--- src/rtl/ping_sequencer.sv ---
// Ultrasonic ping controller: fires the trigger, syncs the echo and
// qualifies one distance result (or timeout code) per ping.
module ping_sequencer #(
    parameter int TRIG_CYCLES    = 200,
    parameter int TIMEOUT_CYCLES = 480000,
    parameter int HOLDOFF_CYCLES = 1200000,
    parameter int TIMER_W        = 24
) (
    input  logic        clk,
    input  logic        reset,
    input  logic        start,
    input  logic        auto_mode,
    input  logic        echo_in,
    input  logic [15:0] distance_raw,
    output logic        trigger,
    output logic        echo_pulse,
    output logic        enable_count,
    output logic [15:0] distance_out,
    output logic        distance_valid,
    output logic        timeout,
    output logic        busy
);

    localparam logic [TIMER_W-1:0] TRIG_LAST = TIMER_W'(TRIG_CYCLES - 1);
    localparam logic [TIMER_W-1:0] TO_LAST   = TIMER_W'(TIMEOUT_CYCLES - 1);
    localparam logic [TIMER_W-1:0] HOLD_LAST = TIMER_W'(HOLDOFF_CYCLES - 1);

    typedef enum logic [2:0] {
        IDLE,
        TRIG,
        WAIT_ECHO,
        MEASURE,
        CAPTURE,
        HOLDOFF
    } state_t;

    state_t             state, state_nx;
    logic [TIMER_W-1:0] timer, timer_nx;
    logic               echo_meta, echo_sync, echo_sync_d;
    logic               rise, fall, lost;

    assign rise = echo_sync & ~echo_sync_d;
    assign fall = ~echo_sync & echo_sync_d;

    // Two-flop synchroniser plus a delayed copy for edge detection
    always_ff @(posedge clk or negedge reset) begin
        if (!reset) begin
            echo_meta   <= 1'b0;
            echo_sync   <= 1'b0;
            echo_sync_d <= 1'b0;
        end else begin
            echo_meta   <= echo_in;
            echo_sync   <= echo_meta;
            echo_sync_d <= echo_sync;
        end
    end

    always_ff @(posedge clk or negedge reset) begin
        if (!reset) begin
            state <= IDLE;
            timer <= '0;
        end else begin
            state <= state_nx;
            timer <= timer_nx;
        end
    end

    always_comb begin
        state_nx = state;
        timer_nx = (&timer) ? timer : timer + 1'b1;
        lost     = 1'b0;
        unique case (state)
            IDLE: begin
                timer_nx = '0;
                if (start || auto_mode) state_nx = TRIG;
            end
            TRIG: begin
                if (timer == TRIG_LAST) begin
                    state_nx = WAIT_ECHO;
                    timer_nx = '0;
                end
            end
            WAIT_ECHO: begin
                if (rise) begin
                    state_nx = MEASURE;
                end else if (timer >= TO_LAST) begin
                    lost     = 1'b1;
                    state_nx = HOLDOFF;
                    timer_nx = '0;
                end
            end
            MEASURE: begin
                // A fall on the last timeout cycle still yields a real result
                if (fall) begin
                    state_nx = CAPTURE;
                end else if (timer >= TO_LAST) begin
                    lost     = 1'b1;
                    state_nx = HOLDOFF;
                    timer_nx = '0;
                end
            end
            CAPTURE: begin
                state_nx = HOLDOFF;
                timer_nx = '0;
            end
            HOLDOFF: begin
                if (timer >= HOLD_LAST) begin
                    state_nx = auto_mode ? TRIG : IDLE;
                    timer_nx = '0;
                end
            end
            default: begin
                state_nx = IDLE;
                timer_nx = '0;
            end
        endcase
    end

    // Result and strobes are registered together so they line up
    always_ff @(posedge clk or negedge reset) begin
        if (!reset) begin
            distance_out   <= 16'h0000;
            distance_valid <= 1'b0;
            timeout        <= 1'b0;
        end else begin
            distance_valid <= (state == CAPTURE) || lost;
            timeout        <= lost;
            if (state == CAPTURE) begin
                distance_out <= distance_raw;
            end else if (lost) begin
                distance_out <= 16'hFFFF;
            end
        end
    end

    assign trigger      = (state == TRIG);
    assign enable_count = (state == WAIT_ECHO) || (state == MEASURE);
    assign busy         = (state != IDLE);
    assign echo_pulse   = echo_sync;

endmodule

--- config.mk ---
export PLATFORM = sky130hd
export DESIGN_NAME = ping_sequencer
export DESIGN_NICKNAME = d
export VERILOG_FILES = /design/src/rtl/ping_sequencer.sv
export SDC_FILE = /design/constraint.sdc
export NUM_CORES = 1
export LEC_CHECK = 0
export CAP_MARGIN = 20
export CORE_MARGIN = 4
export CORE_UTILIZATION = 40
export CTS_CLUSTER_DIAMETER = 200
export DETAILED_ROUTE_END_ITERATION = 12
export PLACE_DENSITY = 0.71
export RECOVER_POWER = 25
export SYNTH_ARGS = -nofsm -noshare
export SYNTH_HDL_FRONTEND = slang
export SYNTH_SLANG_ARGS = --single-unit
--- constraint.sdc ---
create_clock -name clk -period 2.58 [get_ports clk]
set_clock_uncertainty 0.15 [all_clocks]
set_input_delay 0.774 -clock clk [delete_from_list [all_inputs] [get_ports clk]]
set_output_delay 0.774 -clock clk [all_outputs]
set_load 0.02 [all_outputs]
Word-level counts from Yosys, hierarchy flattened
Cells that the tools add are included.
{"block": "op_classes", "addsub": 1, "magnitude_cmp": 2, "eq_ne": 9, "mux": 21, "bitwise_logic": 4, "n_reduce_logical": 8}
{"op": "$mux 24", "count": 6}
{"op": "$pmux 24 s4", "count": 1}
{"op": "$mux 16", "count": 2}
{"op": "$add 24x1->24 const B", "count": 1}
{"op": "$eq 24x8->1 const B", "count": 1}
{"op": "$ge 24x19->1 const B", "count": 1}
{"op": "$ge 24x21->1 const B", "count": 1}
{"op": "$reduce_and 24->1", "count": 1}
{"op": "$mux 3", "count": 6}
{"op": "$pmux 3 s6", "count": 1}
{"op": "$eq 3x2->1 const B", "count": 2}
{"op": "$eq 3x3->1 const B", "count": 2}
{"op": "$mux 1", "count": 4}
{"op": "$ne 2x2->1 const B", "count": 2}
{"op": "$eq 3x1->1 const B", "count": 1}
{"op": "$logic_not 3->1", "count": 1}
{"op": "$logic_or 1x1->1", "count": 3}
{"op": "$reduce_and 3->1", "count": 1}
{"op": "$reduce_bool 3->1", "count": 1}
{"op": "$and 1x1->1", "count": 2}
{"op": "$ne 2x1->1 const B", "count": 1}
{"op": "$not 1->1", "count": 2}
{"op": "$pmux 1 s2", "count": 1}
{"op": "$reduce_bool 2->1", "count": 1}
{"block": "totals", "ff_bits": 48, "out_inout_bits": 22}

Depth between registers and ports, before layout
Gate-level depths: netlist of the first run.
{"block": "depth", "ltp_word": 6, "ltp_mapped": 7, "ltp_nobuf": 6}

Worst setup path after synthesis of the first run
No wires, ideal clock.
{"block": "synth_path", "kind": "register -> output", "startpoint": "register state[1]", "endpoint": "output port trigger", "arrival_ps": 1214, "required_ps": 1656, "slack_ps": 442, "stages_incl_launch_ff": 3, "n_path_buf": 1, "path_cell_list": "dfrtp_1 > clkbuf_1 > nor3_1"}
{"block": "synth_between", "elab_chain_cells": 1}
{"element": "start: declaration", "line_no": "37", "rtl": "state_t state, state_nx;"}
{"element": "start signal: assignment", "line_no": "63", "rtl": "state <= state_nx;"}
{"element": "$eq 3x1->1", "line_no": "136", "rtl": "assign trigger = (state == TRIG);"}
{"element": "end: declaration", "line_no": "15", "rtl": "output logic trigger,"}
Every way passes these cells.

Final worst setup path of the first run
{"block": "layout_path", "startpoint": "register state[0]", "endpoint": "output port trigger"}
Same word-level chain as after synthesis.

==> implementation parameters, run 1 <==
Parameter                              Value

Worst setup path
  Setup slack, reg-to-reg    roughly 0.22 ns
  Worst r2r src    timer[10]$_DFF_PN0_
  Endpoint required time on the critical path    approximately 1.7 ns
  Critical Setup Path Class    reg -> out
  Critical path startpoint    state[0]$_DFFE_PN0P_
  Sort of element at the start of the critical path    register
  Largest fanout on the critical path    10
  Reg2reg end    timer[2]$_DFF_PN0_
  Logic depth of the worst register-to-register path    6
  Data arrival at the endpoint of the critical path    1.52 ns
  Nature of the critical path endpoint    primary output

Route
  Number of antenna-violating nets in the routed design    0
  Detail-routed via count per cell    5.850
  Number of iterations in the first detailed-routing pass    4
  Sum of met2 wire segment lengths after detailed routing    2.940 mm
  Drc violations    0
  Routed Wire Length    5.901 mm
  Wire per inst    around 16 um
  Length of routed wiring on met1    approximately 2.7 mm
  Uppermost metal layer occupied by signal nets    met4
  Vias after detailed routing    2100
  Routed met3 length    210 um
  Starting DRC count in detailed routing    approximately 120

Floorplanning
  Effective utilization at floorplan    roughly two fifths
  CORE AREA    about 6000 sq um
  Die height    86.96 um
  Std cell rows    28
  Die Width    86.96 um
  Number of top-level pins    43
  Die Footprint    approximately 7600 sq um

Placed design
  GPL Wtd Cong    roughly 0.85
  Post-detailed-placement half-perimeter wirelength    roughly 4.3 mm
  Placement Cell Area    between 3000 and 4000 sq um
  Number of buffers inserted by port buffering    42
  Pre-CTS WS    0.1617 ns

Timing
  Number of pins with negative max-slew slack in the final report    0
  Post-route fraction of the period consumed by the critical path    between 90 and 100%
  Time the final worst path needs with I/O delays and setup    ~2.4 ns
  Total count of hold-check failures in the final report    0
  Max Clk Rate    409.0 MHz
  Smallest setup slack after layout    ~0.13 ns
  Final worst hold slack    roughly 0.22 ns
  Number of endpoints failing setup at the final stage    0
  Measured slew at the worst slew-check pin    between 1 and 1.5 ns
  Setup TNS    0 ns
  Slew margin rel.    around 22%

Clock network
  TritonCTS Buffers    5
  TritonCTS clock tree    done
  Number of buffers inserted by post-CTS setup repair    0
  Maximum root-to-sink buffer count    2
  Insertion delay to the later sink of the worst-skew pair    0.31 ns
  Reg clk slew, reported paths    ~0.090 ns
  Clock sink count    48
  Total number of H-tree levels    2
  Cell at the root of the clock tree    clkbuf_8
  Hold-fix buffers at CTS    0

Cells and area
  Proportion of layout cells with a drive suffix above 1    ~11%
  Post-route cell area    around 3100 sq um
  Diodes inserted    0
  P&R area growth vs syn    24.74%
  Fillers    between 500 and 600
  Final layout net count    around 300

Pwr
  Worst IR drop on VDD    around 0.22 mV
  Leakage power    between 0.001 and 0.0015 uW
  Cell Pwr Density    413.2 nW/um^2
  Pwr Total    ~1300 uW

Synth
  Mapped cell area    2494 sq um
  Cell type contributing the most total cell area after synthesis    dfrtp_1
  Cell with the most instances after synthesis    dfrtp_1
  Number of nets produced by synthesis    260
  Cells taking the most area after synthesis    dfrtp_1, o22a_1, xor2_1, a21oi_1, nand3_1
  Number of distinct standard cells referenced by the synthesized netlist    between 50 and 60
  Post-synth top cells    dfrtp_1, a21oi_1, o22a_1, xor2_1
  Portion of the post-synthesis area used by sequential elements    around 48%
  Count of yosys warnings during synthesis    0
  Synth Instances    around 240
  Top-area cell type share of the netlist area    48.17%
  Register bit count reported by yosys    48
  Most used flip-flop cell after synthesis    dfrtp_1
  Share of flip-flops with an asynchronous set or reset after synthesis    100.0%
  Number of flops mapped to enable cells by yosys    0
  Synthesized area per cell    ~10 sq um

Global route
  GR Overflow Total    0
  Global-route usage over all layers    16.75%
  Global-route wire length before repair    10.08 mm
  Initial antenna violation count    0
  Pin count of the biggest net entering global routing    28
  Number of global-route vias before repair    about 2100

Job
  Number of max-cap violations    0

Worst hold path
  Min-Delay Startpoint    echo_meta$_DFF_PN0_
  Type of the most critical hold path    reg -> reg
  Hold endpoint    echo_pulse$_DFF_PN0_
  Cell depth of the worst min-delay path    0

Outcome
  Outcome    finished clean
## cell type report
cell class	count	area (sq um)	area share, %
clock buffer	6	82.58	2.655
inverter	4	15.01	0.4827
sequential	48	1202	38.66
clock inverter	2	15.01	0.4827
tap	75	93.84	3.017
multi-input combinational	171	1211	38.94
timing repair buffer	53	490.5	15.77
## metal layers
layer	up-vias	track usage (%)
met1	1040	22.93
met5	-	0
met3	10	2.933
met4	0	5.524
met2	46	26.85
li1	1004	-
## worst max-delay path, stage by stage (launching register included)
cell,delay (ns)
dfrtp_1,0.51
inv_1,0.09
nor3_1,0.25
dlygate4sd2_1,0.37
## repair_timing
| item | 4_1_cts | 5_1_grt |
|---|---|---|
| resized for setup | 4 | 2 |
| setup endpoints to repair | 3 | 10 |
| cloned | 0 | 0 |
## per-stage QoR
| step | utilization, % | instances |
|---|---|---|
| global placement | 50.36 | 351 |
| global route | 51.92 | 359 |
| detailed placement | 50.36 | 351 |
| CTS | 51.94 | 359 |
| finish | 51.92 | 359 |
| floorplan | - | 238 |
## cells by family (layout without fill, tap and decap cells)
group                    count (synthesis)  count (layout)  synth area share [%]
AO/OA/AOI/OAI                           77              77                 23.53
AND/OR/NAND/NOR                         74              74                 17.21
flip-flops                              48              48                 48.17
buffers and inverters                   19              65                 3.863
XOR/XNOR                                18              18                 6.322
adder cells (fa/ha/maj)                  1               1                0.5017
multiplexers                             1               1                0.4014
## cells in the final DEF, fill, tap and decap left out, types with 7 or more instances in the layout
| cell | synthesis | routed |
|---|---|---|
| dfrtp_1 | 48 | 47 |
| clkdlybuf4s50_1 | 0 | 37 |
| a21oi_1 | 23 | 23 |
| xor2_1 | 16 | 16 |
| o22a_1 | 16 | 16 |
| buf_4 | 0 | 10 |
| nand3_1 | 9 | 9 |
| nor2_1 | 9 | 9 |
| nand2_1 | 9 | 9 |
| nor3_1 | 7 | 7 |
| and3_1 | 7 | 7 |
## sequential cells by signal (all words and copies together), names as in the netlist
name and count:
timer 24, distance_out 16, state 3, distance_valid 1, echo_meta 1, echo_pulse 1
echo_sync_d 1, timeout 1
## report_power, final
part	total, uW	switching (uW)	internal, uW
sequential	756	2.04	754
clock	478	261	217
combinational	51.0	22.1	29.0
total	1290	285	1000
## worst max path at each step
stage,end
finish,trigger
global route,trigger
CTS,trigger
detailed placement,distance_out[3]$_DFFE_PN0P_
global placement,distance_out[1]$_DFFE_PN0P_
floorplan,trigger
(Power assumes the default switching activity.)
==> run 2: changes to the inputs <==
CORE_ASPECT_RATIO = 0.75   (was not set)
==> run 2 against run 1 <==
- clock power is 4% lower
- wire length is 4.5% higher
- final cell count is 1.1% higher
- via count is 1.6% higher
- sequential share of layout area is 0.15 points lower
- flip-flop and latch count stayed put
- core utilization is 0.87 points higher
- worst setup slack better by 0.024 ns
- fmax is 1.0% higher
- clock-buffer cell count is 1 higher
- worst hold slack worse by 0.013 ns
- sequential power hardly changed
==> implementation parameters, run 2 (synthesis results as in run 1) <==
Parameter                              Value

Outcome
  Outcome    finished clean

Pwr
  Proportion of power drawn by combinational gates    4.1%
  Clock network power share    36.3%
  Sequential fraction of design power    59.6%
  Net switching power of the design    267.2 uW
  Switching share of power    a little over a fifth
  Worst IR drop on VDD    a little under 0.3 mV
  Leakage power    0.001271 uW
  Internal power consumption    ~1000 uW
  Pwr Total    ~1300 uW
  Cell Pwr Density    around 400 nW/um^2

Timing
  RSZ-0062 raised after global routing    no
  Number of pins with negative max-slew slack in the final report    0
  Time the final worst path needs with I/O delays and setup    roughly 2.4 ns
  Setup TNS    0 ns
  Final worst hold slack    0.2023 ns
  Total count of hold-check failures in the final report    0
  Slew margin rel.    29.74%
  Post-route fraction of the period consumed by the critical path    93.83%
  Number of endpoints failing setup at the final stage    0
  Max Clk Rate    between 400 and 500 MHz
  Measured slew at the worst slew-check pin    ~1.1 ns

Worst setup path
  Largest fanout on the critical path    10
  Sort of element at the start of the critical path    register
  Endpoint required time on the critical path    between 1.5 and 2 ns
  Data arrival at the endpoint of the critical path    1.50 ns
  Nature of the critical path endpoint    primary output
  Critical Setup Path Class    reg -> out

Route
  Vias after detailed routing    between 2000 and 2500
  Number of iterations in the first detailed-routing pass    4
  Drc violations    0
  Routed Wire Length    6.168 mm
  Number of antenna-violating nets in the routed design    0
  Detail-routed via count per cell    5.876
  Starting DRC count in detailed routing    roughly 170
  Wire per inst    16.99 um

Cells and area
  Fillers    538
  Sequential standard cell area    approximately 1200 sq um
  Number of flip-flops under the largest register name    24
  Largest registers    timer x24, distance_out x16, state x3
  Diodes inserted    0
  P&R area growth vs syn    25.24%
  Proportion of layout cells with a drive suffix above 1    between 10 and 15%
  Commonest cells after routing, fill and taps aside    dfrtp_1, clkdlybuf4s50_1, a21oi_1
  Most frequent standard cell in the layout excluding fill and tap cells    dfrtp_1
  Reg with most FFs    timer
  Area of the multi-input gates    1204 sq um
  Post-route insts no fill    between 300 and 400
  Core utilization of the finished layout    a little over half
  Final layout net count    slightly above 300

Global route
  GR Overflow Total    0
  Number of global-route vias before repair    2005
  Pin count of the biggest net entering global routing    29
  Global-route usage over all layers    roughly 17%
  Global-route wire length before repair    10.27 mm
  Initial antenna violation count    0

Clock network
  Reg clk slew, reported paths    0.08 ns
  Maximum root-to-sink buffer count    2
  TritonCTS clock tree    done
  Total number of H-tree levels    2
  Insertion delay to the later sink of the worst-skew pair    about 0.3 ns
  Clock sink count    48
  TritonCTS Buffers    5
  Hold-fix buffers at CTS    0
  Cell at the root of the clock tree    clkbuf_8
  Number of buffers inserted by post-CTS setup repair    0

Floorplanning
  Effective utilization at floorplan    42.15%
  CORE AREA    5916 sq um
  Die Width    slightly below 100 um
  Number of top-level pins    43
  Std cell rows    24
  Die height    76.38 um
  Die Footprint    between 7000 and 8000 sq um

Placed design
  Number of buffers inserted by port buffering    42
  Post-detailed-placement half-perimeter wirelength    approximately 4.6 mm
  GPL Wtd Cong    0.9376
  DP Cell Count    355

Worst hold path
  Type of the most critical hold path    reg -> reg

Job
  Number of max-cap violations    0
==> run 2: changes by cell type in the layout (fill, tap and decap cells not counted) <==
cell	change
buf_12	+1
clkbuf_1	+1
clkinvlp_4	-1
o311ai_1	+1
o311ai_2	-1
==> run 2: worst paths after layout <==
kind,slack (ns),start,depth (start not counted),endpoint
worst max-delay path,0.16,state[1]$_DFFE_PN0P_,2,busy
max in group asynchronous,0.53,reset,2,state[0]$_DFFE_PN0P_
min in group asynchronous,0.48,reset,1,timer[23]$_DFF_PN0_
worst min register to register,0.20,echo_meta$_DFF_PN0_,0,echo_pulse$_DFF_PN0_
worst max register to register,0.25,timer[0]$_DFF_PN0_,6,timer[15]$_DFF_PN0_
worst min-delay path,0.20,echo_meta$_DFF_PN0_,0,echo_pulse$_DFF_PN0_
==> run 2: metrics by stage <==
step	setup slack, ns	instance area [sq um]
floorplan	0.4417	2494
finish	0.1591	3123
CTS	0.1084	3131
detailed placement	0.1379	3040
global placement	0.2344	3040
global route	0.07491	3123
==> run 2: final cells by class <==
| type | instances | share of cell area [%] |
|---|---|---|
| multi-input combinational | 171 | 38.54 |
| sequential | 48 | 38.50 |
| timing repair buffer | 54 | 16.35 |
| tap | 78 | 3.125 |
| clock buffer | 7 | 2.764 |
| inverter | 4 | 0.4808 |
| clock inverter | 1 | 0.2404 |
==> run 2: timing repair <==
action | in CTS | in global routing
pin swaps | 0 | 0
endpoints found under the setup margin | 3 | 17
gates resized for setup | 3 | 2
==> run 2: per-layer routing <==
layer | GRT usage, % | part of all wire, % | up-vias
met1 | 25.80 | 47 | 1062
met5 | 0 | 0 | -
met2 | 23.53 | 45 | 62
met4 | 5.184 | 1.8 | 0
li1 | - | - | 999
met3 | 3.202 | 6.4 | 10
==> run 2: power groups by stage <==
stage | registers [uW] | logic, uW | clock network (uW)
after floorplan | 772 | 3.92 | 0
after global placement | 771 | 56.1 | 0
after detailed placement | 771 | 57.0 | 0
after CTS | 756 | 57.1 | 478
after global routing | 757 | 57.6 | 505
final | 756 | 51.9 | 460
==> run 2: worst max-delay path, cell delays in order (launching register included) <==
cell and delay [ns]:
dfrtp_1 0.48, or3_1 0.39, dlygate4sd2_1 0.33
==> run 3: changes to the inputs <==
DONT_BUFFER_PORTS = 1   (was not set)
PLACE_DENSITY = 0.62   (was 0.71)
==> run 3 against run 2 <==
- register-to-register slack got worse by 0.11 ns
- worst setup slack got worse by 0.019 ns
- critical endpoint is now timer[15]$_DFF_PN0_
- core utilization fell by 5.6 points
- via count is 9.6% lower
- flip-flop and latch count stayed put
- final cell count decreased by 9.6%
- die area unchanged
- non-clock buffer count is 35 lower
==> implementation parameters, run 3 (synthesis results as in run 1) <==
Parameter                              Value

Timing
  Total count of hold-check failures in the final report    0
  Number of endpoints failing setup at the final stage    0
  Number of pins with negative max-slew slack in the final report    0
  Smallest setup slack after layout    around 0.14 ns
  Setup TNS    0 ns
  Post-route fraction of the period consumed by the critical path    a little over nine tenths
  Slew margin rel.    a little over a quarter
  RSZ-0062 raised after global routing    yes
  Max Clk Rate    around 400 MHz
  Measured slew at the worst slew-check pin    1.091 ns
  Time the final worst path needs with I/O delays and setup    between 2 and 2.5 ns

Pwr
  Worst IR drop on VDD    about 0.2 mV
  Leakage power    0.001165 uW
  Cell Pwr Density    481.6 nW/um^2

Floorplanning
  Std cell rows    24
  Effective utilization at floorplan    a little over two fifths
  Number of top-level pins    between 40 and 50
  Die Footprint    ~7600 sq um
  Die Width    a little under 100 um
  Die height    approximately 76 um
  CORE AREA    slightly below 6000 sq um

Cells and area
  Diodes inserted    0
  Most frequent standard cell in the layout excluding fill and tap cells    dfrtp_1
  Reg with most FFs    timer
  P&R area growth vs syn    11.94%
  Proportion of layout cells with a drive suffix above 1    around 14%
  Area of the multi-input gates    around 1200 sq um
  Sequential standard cell area    around 1200 sq um
  Final layout net count    271
  Largest registers    timer x24, distance_out x16, state x3
  Number of flip-flops under the largest register name    24
  Commonest cells after routing, fill and taps aside    dfrtp_1, a21oi_1, xor2_1, o22a_1, buf_4
  Fillers    552

Global route
  Pin count of the biggest net entering global routing    48
  Number of global-route vias before repair    roughly 1900
  Global-route wire length before repair    9.639 mm
  Global-route usage over all layers    15.60%
  Initial antenna violation count    0
  GR Overflow Total    0

Clock network
  Cell at the root of the clock tree    clkbuf_8
  Total number of H-tree levels    2
  Maximum root-to-sink buffer count    2
  TritonCTS Buffers    5
  Reg clk slew, reported paths    roughly 0.090 ns
  Insertion delay to the later sink of the worst-skew pair    about 0.3 ns
  Clock sink count    48
  TritonCTS clock tree    done

Placed design
  Number of buffers inserted by port buffering    0
  Post-detailed-placement half-perimeter wirelength    4.116 mm
  Pre-CTS WS    0.01665 ns
  GPL Wtd Cong    roughly 0.89

Worst setup path
  Data arrival at the endpoint of the critical path    2.44 ns
  Sort of element at the start of the critical path    register
  Nature of the critical path endpoint    register
  Setup slack, reg-to-reg    0.14 ns
  Logic depth of the worst register-to-register path    7
  Largest fanout on the critical path    10
  Endpoint required time on the critical path    roughly 2.6 ns
  Critical Setup Path Class    reg -> reg

Route
  Starting DRC count in detailed routing    160
  Number of iterations in the first detailed-routing pass    4
  Routed Wire Length    5.656 mm
  Wire per inst    17.24 um
  Vias after detailed routing    a little under 2000
  Drc violations    0
  Detail-routed via count per cell    between 5 and 6
  Number of antenna-violating nets in the routed design    0

Worst hold path
  Type of the most critical hold path    reg -> reg
  Cell depth of the worst min-delay path    0

Outcome
  Outcome    finished clean

Job
  Number of max-cap violations    0
run 3: cell types whose count changed in the layout (fill, tap and decap cells not counted), sizes merged:
cell and delta:
buf +5, dlygate4sd3 +1, clkinv +1, dlygate4sd2 -3, bufinv +1, clkdlybuf4s50 -37, clkinvlp -1, clkbuf -2
run 3: timing repair:
action                                 4_1_cts  5_1_grt
hold buffers                                 2        1
buffers inserted                             0        0
endpoints found under the hold margin        2       45
gates resized for setup                      1        1
setup endpoints to repair                    3       18
run 3: area by class of cell:
type                    count  area share, %
multi-input cells         171          43.39
well taps                  78          3.496
clock buffers               6          2.958
inverters                   4         0.5379
repair buffers             19          5.199
clock inverters             2          1.390
flip-flops and latches     48          43.03
run 3: per-layer routing:
metal | GRT usage [%] | share of wire, % | up-vias | wire length, um
met4 | 4.093 | 0.95 | 0 | 54
met3 | 3.751 | 6.4 | 5 | 364
met2 | 20.91 | 42 | 57 | 2374
met5 | 0 | 0 | - | 0
li1 | - | - | 931 | -
met1 | 24.61 | 51 | 935 | 2862
run 3: worst max-delay path: stages, from the launching register on:
cell and delay [ns]:
dfrtp_1 0.39, ha_1 0.20, nand2_1 0.09, buf_4 0.16
or3_1 0.55, o311ai_1 0.52, or3_1 0.17, a22oi_1 0.06
run 3: worst paths after layout:
check,start,endpoint
min,echo_meta$_DFF_PN0_,echo_pulse$_DFF_PN0_
max,timer[0]$_DFF_PN0_,timer[15]$_DFF_PN0_
min reg2reg,echo_meta$_DFF_PN0_,echo_pulse$_DFF_PN0_
min in group asynchronous,reset,distance_out[7]$_DFFE_PN0P_
max reg2reg,timer[0]$_DFF_PN0_,timer[15]$_DFF_PN0_
max in group asynchronous,reset,timer[11]$_DFF_PN0_
run 3: power breakdown:
| group | internal, uW | switching (uW) |
|---|---|---|
| sequential | 754 | 3.05 |
| clock | 317 | 249 |
| combinational | 4.91 | 16.6 |
run 3: stage by stage:
step / instance area (sq um) / hold WS, ns / power, uW / cells / util [%]
2_1_floorplan: 2494 / 0.1812 / 775.6 / 238 / -
3_3_place_gp: 2630 / 0.1857 / 777.1 / 317 / 44.46
3_5_place_dp: 2630 / 0.1879 / 777.3 / 317 / 44.46
4_1_cts: 2779 / 0.00002826 / 1351 / 327 / 46.98
5_1_grt: 2791 / 0.2260 / 1406 / 328 / 47.19
6_report: 2791 / 0.2056 / 1344 / 328 / 47.19
